File: config.mk
export PLATFORM = sky130hd
export DESIGN_NAME = display_compositor
export DESIGN_NICKNAME = d
export VERILOG_FILES = /design/src/rtl/display_compositor.sv
export SDC_FILE = /design/constraint.sdc
export NUM_CORES = 1
export LEC_CHECK = 0
export CAP_MARGIN = 30
export CORE_ASPECT_RATIO = 1.25
export CORE_MARGIN = 1.5
export CORE_UTILIZATION = 52
export CTS_CLUSTER_SIZE = 40
export DETAILED_ROUTE_END_ITERATION = 16
export GPL_TIMING_DRIVEN = 0
export PLACE_DENSITY = 0.95
export SLEW_MARGIN = 20
export SYNTH_ARGS = -nofsm -noshare
export SYNTH_HDL_FRONTEND = slang
export SYNTH_SLANG_ARGS = --single-unit
File: constraint.sdc
create_clock -name clk_65mhz -period 4.64 [get_ports clk_65mhz]
set_input_delay 0.464 -clock clk_65mhz [delete_from_list [all_inputs] [get_ports clk_65mhz]]
set_output_delay 0.464 -clock clk_65mhz [all_outputs]
set_load 0.02 [all_outputs]
File: src/rtl/display_compositor.sv
// Priority compositor for NUM_LAYERS pre-rendered layers plus the frame-synchronised mode FSM and boot progress bar.
// Optional layer-0 alpha blend: define DISPLAY_COMPOSITOR_ALPHA_EN.
module display_compositor #(
  parameter int unsigned             NUM_LAYERS    = 8,
  parameter int unsigned             CW            = 4,
  parameter logic [3*CW-1:0]         BG_COLOR      = 12'h000,
  parameter logic [NUM_LAYERS-1:0]   MASK_PAUSED   = 8'hFF,
  parameter logic [NUM_LAYERS-1:0]   MASK_RUNNING  = 8'hFF,
  parameter logic [NUM_LAYERS-1:0]   MASK_ERROR    = 8'hFE,
  parameter logic [NUM_LAYERS-1:0]   MASK_BOOT     = 8'h00,
  parameter int unsigned             PROG_DIV_BITS = 19,
  parameter int unsigned             PROG_MAX      = 1024,
  parameter int unsigned             PB_Y          = 374,
  parameter int unsigned             PB_H          = 20,
  parameter logic [3*CW-1:0]         PB_COLOR      = 12'hFFF
) (
  input  logic                            clk_65mhz,
  input  logic                            reset_n,
  input  logic [10:0]                     hcount,
  input  logic [9:0]                      vcount,
  input  logic                            at_display_area,
  input  logic [2:0]                      system_status,
  input  logic [NUM_LAYERS*3*CW-1:0]      layer_pixel,
  input  logic [NUM_LAYERS-1:0]           layer_hit,
  output logic [NUM_LAYERS-1:0]           layer_enable,
  output logic [1:0]                      mode,
  output logic                            boot_done,
  output logic [10:0]                     progress_width,
  output logic [CW-1:0]                   r_out,
  output logic [CW-1:0]                   g_out,
  output logic [CW-1:0]                   b_out,
  output logic [$clog2(NUM_LAYERS)-1:0]   hit_index,
  output logic                            hit_valid
);

  localparam int unsigned IW      = $clog2(NUM_LAYERS);
  localparam int unsigned PW      = 3 * CW;
  localparam logic [10:0] PMAX    = 11'(PROG_MAX);
  localparam logic [9:0]  BAR_TOP = 10'(PB_Y);
  localparam logic [9:0]  BAR_END = 10'(PB_Y + PB_H);

  typedef enum logic [1:0] {
    PAUSED  = 2'd0,
    RUNNING = 2'd1,
    ERROR   = 2'd2,
    BOOT    = 2'd3
  } mode_t;

  mode_t                    state_q, state_d, req;
  logic [PROG_DIV_BITS-1:0] presc_q, presc_d;
  logic [10:0]              width_d;
  logic                     frame_start;

  function automatic logic [NUM_LAYERS-1:0] mask_of(input mode_t m);
    case (m)
      PAUSED:  mask_of = MASK_PAUSED;
      RUNNING: mask_of = MASK_RUNNING;
      ERROR:   mask_of = MASK_ERROR;
      default: mask_of = MASK_BOOT;
    endcase
  endfunction

  assign frame_start = (hcount == '0) && (vcount == '0);
  assign req         = mode_t'(system_status[1:0]);

  // Progress advances on the pre-transition mode; a later re-entry into BOOT overrides it with a clear.
  always_comb begin
    state_d = state_q;
    presc_d = presc_q;
    width_d = progress_width;
    if (state_q == BOOT) begin
      presc_d = presc_q + PROG_DIV_BITS'(1);
      if (presc_q == '1 && progress_width != PMAX)
        width_d = progress_width + 11'd1;
    end
    if (frame_start && !system_status[2]) begin
      if (state_q == BOOT) begin
        if (req != BOOT && boot_done)
          state_d = req;
      end else begin
        state_d = req;
        if (req == BOOT) begin
          presc_d = '0;
          width_d = '0;
        end
      end
    end
  end

  always_ff @(posedge clk_65mhz or negedge reset_n) begin
    if (!reset_n) begin
      state_q        <= BOOT;
      presc_q        <= '0;
      progress_width <= '0;
      boot_done      <= 1'b0;
      layer_enable   <= MASK_BOOT;
    end else begin
      state_q        <= state_d;
      presc_q        <= presc_d;
      progress_width <= width_d;
      boot_done      <= (width_d == PMAX);
      layer_enable   <= mask_of(state_d);
    end
  end

  assign mode = state_q;

  logic [NUM_LAYERS*PW-1:0] pix_s1;
  logic [NUM_LAYERS-1:0]    hit_s1;
  logic                     bar_s1, de_s1, bar_c;

  assign bar_c = (state_q == BOOT) && (hcount < progress_width) &&
                 (vcount >= BAR_TOP) && (vcount < BAR_END);

  always_ff @(posedge clk_65mhz or negedge reset_n) begin
    if (!reset_n) begin
      pix_s1 <= '0;
      hit_s1 <= '0;
      bar_s1 <= 1'b0;
      de_s1  <= 1'b0;
    end else begin
      pix_s1 <= layer_pixel;
      hit_s1 <= layer_hit & layer_enable;
      bar_s1 <= bar_c;
      de_s1  <= at_display_area;
    end
  end

  logic [PW-1:0] col_c, win_pix;
  logic [IW-1:0] win_idx;
  logic          found, hv_c;
`ifdef DISPLAY_COMPOSITOR_ALPHA_EN
  logic [PW-1:0] partner, blend;
  logic          pfound;
  logic [CW:0]   sum;
`endif

  always_comb begin
    found   = 1'b0;
    win_idx = '0;
    win_pix = BG_COLOR;
    for (int unsigned i = 0; i < NUM_LAYERS; i++) begin
      if (!found && hit_s1[i]) begin
        found   = 1'b1;
        win_idx = IW'(i);
        win_pix = pix_s1[i*PW +: PW];
      end
    end
`ifdef DISPLAY_COMPOSITOR_ALPHA_EN
    // Partner is the first hit below layer 0; only consulted when layer 0 wins.
    pfound  = 1'b0;
    partner = BG_COLOR;
    for (int unsigned i = 1; i < NUM_LAYERS; i++) begin
      if (!pfound && hit_s1[i]) begin
        pfound  = 1'b1;
        partner = pix_s1[i*PW +: PW];
      end
    end
    blend = '0;
    sum   = '0;
    for (int unsigned c = 0; c < 3; c++) begin
      sum = {1'b0, win_pix[c*CW +: CW]} + {1'b0, partner[c*CW +: CW]};
      blend[c*CW +: CW] = sum[CW:1];
    end
    if (found && win_idx == '0)
      win_pix = blend;
`endif
    col_c = '0;
    hv_c  = 1'b0;
    if (de_s1) begin
      if (bar_s1)
        col_c = PB_COLOR;
      else if (found) begin
        col_c = win_pix;
        hv_c  = 1'b1;
      end else
        col_c = BG_COLOR;
    end
  end

  always_ff @(posedge clk_65mhz or negedge reset_n) begin
    if (!reset_n) begin
      r_out     <= '0;
      g_out     <= '0;
      b_out     <= '0;
      hit_index <= '0;
      hit_valid <= 1'b0;
    end else begin
      r_out     <= col_c[PW-1 -: CW];
      g_out     <= col_c[2*CW-1 -: CW];
      b_out     <= col_c[CW-1:0];
      hit_index <= hv_c ? win_idx : '0;
      hit_valid <= hv_c;
    end
  end

endmodule

==> results.json <==
{
  "cts_tree": "done",
  "synthMuxAreaShare": 0.0137,
  "htreeDepth": 4,
  "cts-hold-fix-buffers": 1,
  "synth-edff-count": 0,
  "hold_violations": 0,
  "fillers": 673,
  "clock-sinks": 157,
  "synth_top_area_cell": "dfrtp_1",
  "drive_gt1_frac": 0.0883,
  "maxSlewHeadroom": 0.391,
  "whs_ns": 0.476,
  "dpl.hpwl_mm": 12.5,
  "irDropWorstVdd_uv": 242,
  "synthFlopType": "dfrtp_1",
  "syn_area_per_cell_um2": 12.5,
  "p_leak_nw": 3.56,
  "critPathLaunch": "hcount[3]",
  "antenna_found_initial": 0,
  "crit_path_end_kind": "flop",
  "ioPinCount": 169,
  "coreArea_um2": 11500,
  "cts_max_path_buffers": 2,
  "cp.required_ns": 4.91,
  "die_area_um2": 12400,
  "synth-adder-area-share": 0.0267,
  "fin_crit_sh": 0.645,
  "die_x_um": 99.9,
  "synthArstFlopShare": 1.00,
  "routed-via-count": 5012,
  "synth_top_family_by_area": "simple AND/OR/NAND/NOR gates",
  "fin_nets": 822,
  "cap_viol_max_count": 0,
  "clkLatencyLatePin_ns": 0.42,
  "path_delay_family": "simple AND/OR/NAND/NOR gates",
  "port_buffers": 168,
  "grt_pass1_wl_mm": 28.1,
  "synth_area_leaders": "dfrtp_1, ha_1, nor2_1",
  "syn_inst": 488,
  "clkTransAtPathRegs_ns": 0.07,
  "layout_commonest_cell": "clkdlybuf4s50_1",
  "crit_buf_inv": 2,
  "antenna_cells": 0,
  "postCtsSetupBuffers": 0,
  "yosysTopAreaCellShare": 0.636,
  "drtIter0Drc": 331,
  "p_per_area_nw_per_um2": 355,
  "ys_seq_area_frac": 0.644,
  "rsz0062_at_grt": "false",
  "cts_buffers": 17,
  "r2r_start": "hit_s1[1]",
  "synthXorXnorAreaFrac": 0.0287,
  "tightest_slew_ns": 0.907,
  "slew_violations": 0,
  "wl_per_cell_um": 22.2,
  "hp-class": "in -> reg",
  "ys_ff_latch": 157,
  "worst_setup_path_start_kind": "input pin",
  "grt_pass1_vias": 5393,
  "drc": 0,
  "wl_mm": 18.4,
  "yosysWarnings": 0,
  "crit_arrival_ns": 3.27,
  "start_util": 0.530,
  "final-instance-count-excl-fill": 829,
  "routabilityCongestion": 0.954,
  "critPathMaxFanout": 10,
  "via_per_inst": 6.05,
  "crit_type": "in -> reg",
  "cpPeakStageDelay_ns": 0.75,
  "grt.overflow.total": 0,
  "synth_compound_area_frac": 0.126,
  "cp_cell_sequence": "clkdlybuf4s50_1 -> nor4_1 -> nand3_1 -> nor3_1 -> clkbuf_1 -> nor2_1",
  "syn_area_um2": 6100,
  "drtPass1Iterations": 6,
  "area_delta_synth_final_pct": 40.6,
  "setup_viol": 0,
  "fin_util": 0.746,
  "synth_cell_types": 54,
  "syn_nets": 632,
  "post_cts_resized": 0,
  "clock_skew_ns": 0.00811,
  "synth_simple_gate_area_frac": 0.129,
  "grt_max_degree": 97,
  "numPlacedInstances": 795,
  "fmax_mhz": 334,
  "layout_common_cells": "clkdlybuf4s50_1, dfrtp_1, nor2_1",
  "grt.total_usage": 0.304,
  "rows": 44,
  "period_needed_ns": 3.00,
  "root_buffer": "clkbuf_16",
  "ant_nets": 0,
  "slowest_stage": "nor3_1",
  "hp-start": "layer_pixel[59]",
  "run_status": "completed",
  "fp.dieH_um": 124
}
[final cells by class]
class                   count  area (um2)  area share
well taps                 138         173      0.0201
flip-flops and latches    157        3930       0.458
clock inverters            15         148      0.0172
repair buffers            171        1730       0.201
inverters                  21        78.8     0.00918
clock buffers              17         425      0.0496
plain buffers              23         116      0.0136
multi-input cells         287        1980       0.231
[synthesized netlist by cell type, types with 10 or more instances]
library cell and count:
ha_1 13, inv_1 21, o21ai_0 28, nand2_1 16, xor2_1 12, and2_1 11, dfrtp_1 155, nor2_1 39
nand4_1 12, clkbuf_1 14, nor4_1 10, a221oi_1 16
[layer usage]
metal  wire, um  GRT usage  vias up
met5          0          0        -
met4        565      0.136        0
met3       1360     0.0780       52
met2       9720      0.548      273
met1       6740      0.339     2521
li1           -          -     2166
[worst reg2reg max path: stages, from the launching register on]
cell	delay [ns]
dfrtp_1	0.38
clkbuf_1	0.24
or4_1	0.61
or3_1	0.34
clkbuf_1	0.24
clkbuf_1	0.32
a221oi_1	0.35
a31oi_1	0.10
o21a_1	0.22
[worst paths after layout]
| check | endpoint | slack (ns) | depth (start not counted) |
|---|---|---|---|
| worst max-delay path | presc_q[10] | 1.64 | 6 |
| worst min-delay path | pix_s1[59] | 0.48 | 1 |
| worst max register to register | g_out[1] | 1.74 | 8 |
| worst min register to register | hit_s1[0] | 0.53 | 1 |
| max in group asynchronous | presc_q[6] | 3.24 | 3 |
| min in group asynchronous | pix_s1[69] | 0.59 | 2 |
[power by group]
| group | internal [mW] | switching [mW] |
|---|---|---|
| sequential | 1.42 | 0.0251 |
| clock | 0.715 | 0.623 |
| combinational | 0.146 | 0.112 |
| total | 2.28 | 0.761 |
[sequential cells by signal (all words and copies together), names as in the netlist]
name	flops
hit_s1	8
hit_index	3
de_s1	1
boot_done	1
r_out	4
mode	2
g_out	4
bar_s1	1
hit_valid	1
layer_enable	2
progress_width	11
presc_q	19
b_out	4
pix_s1	96
[kinds of logic after synthesis]
group | after synthesis
flip-flops | 157
AND/OR/NAND/NOR | 139
AO/OA/AOI/OAI | 107
buffers and inverters | 44
XOR/XNOR | 20
adder cells (fa/ha/maj) | 13
multiplexers | 8
[metrics by stage]
stage / power [mW] / setup WS [ns] / setup TNS, ns / instance area [um2]
after floorplan: 1.53 / 2.09 / 0 / 6100
after global placement: 1.70 / -2.62 / -406.82 / 7960
after detailed placement: 1.72 / 1.29 / 0 / 8000
after CTS: 3.05 / 1.72 / 0 / 8580
after global routing: 3.14 / 1.45 / 0 / 8580
final: 3.05 / 1.64 / 0 / 8580
Note: power is estimated with default switching activity, not from simulation.
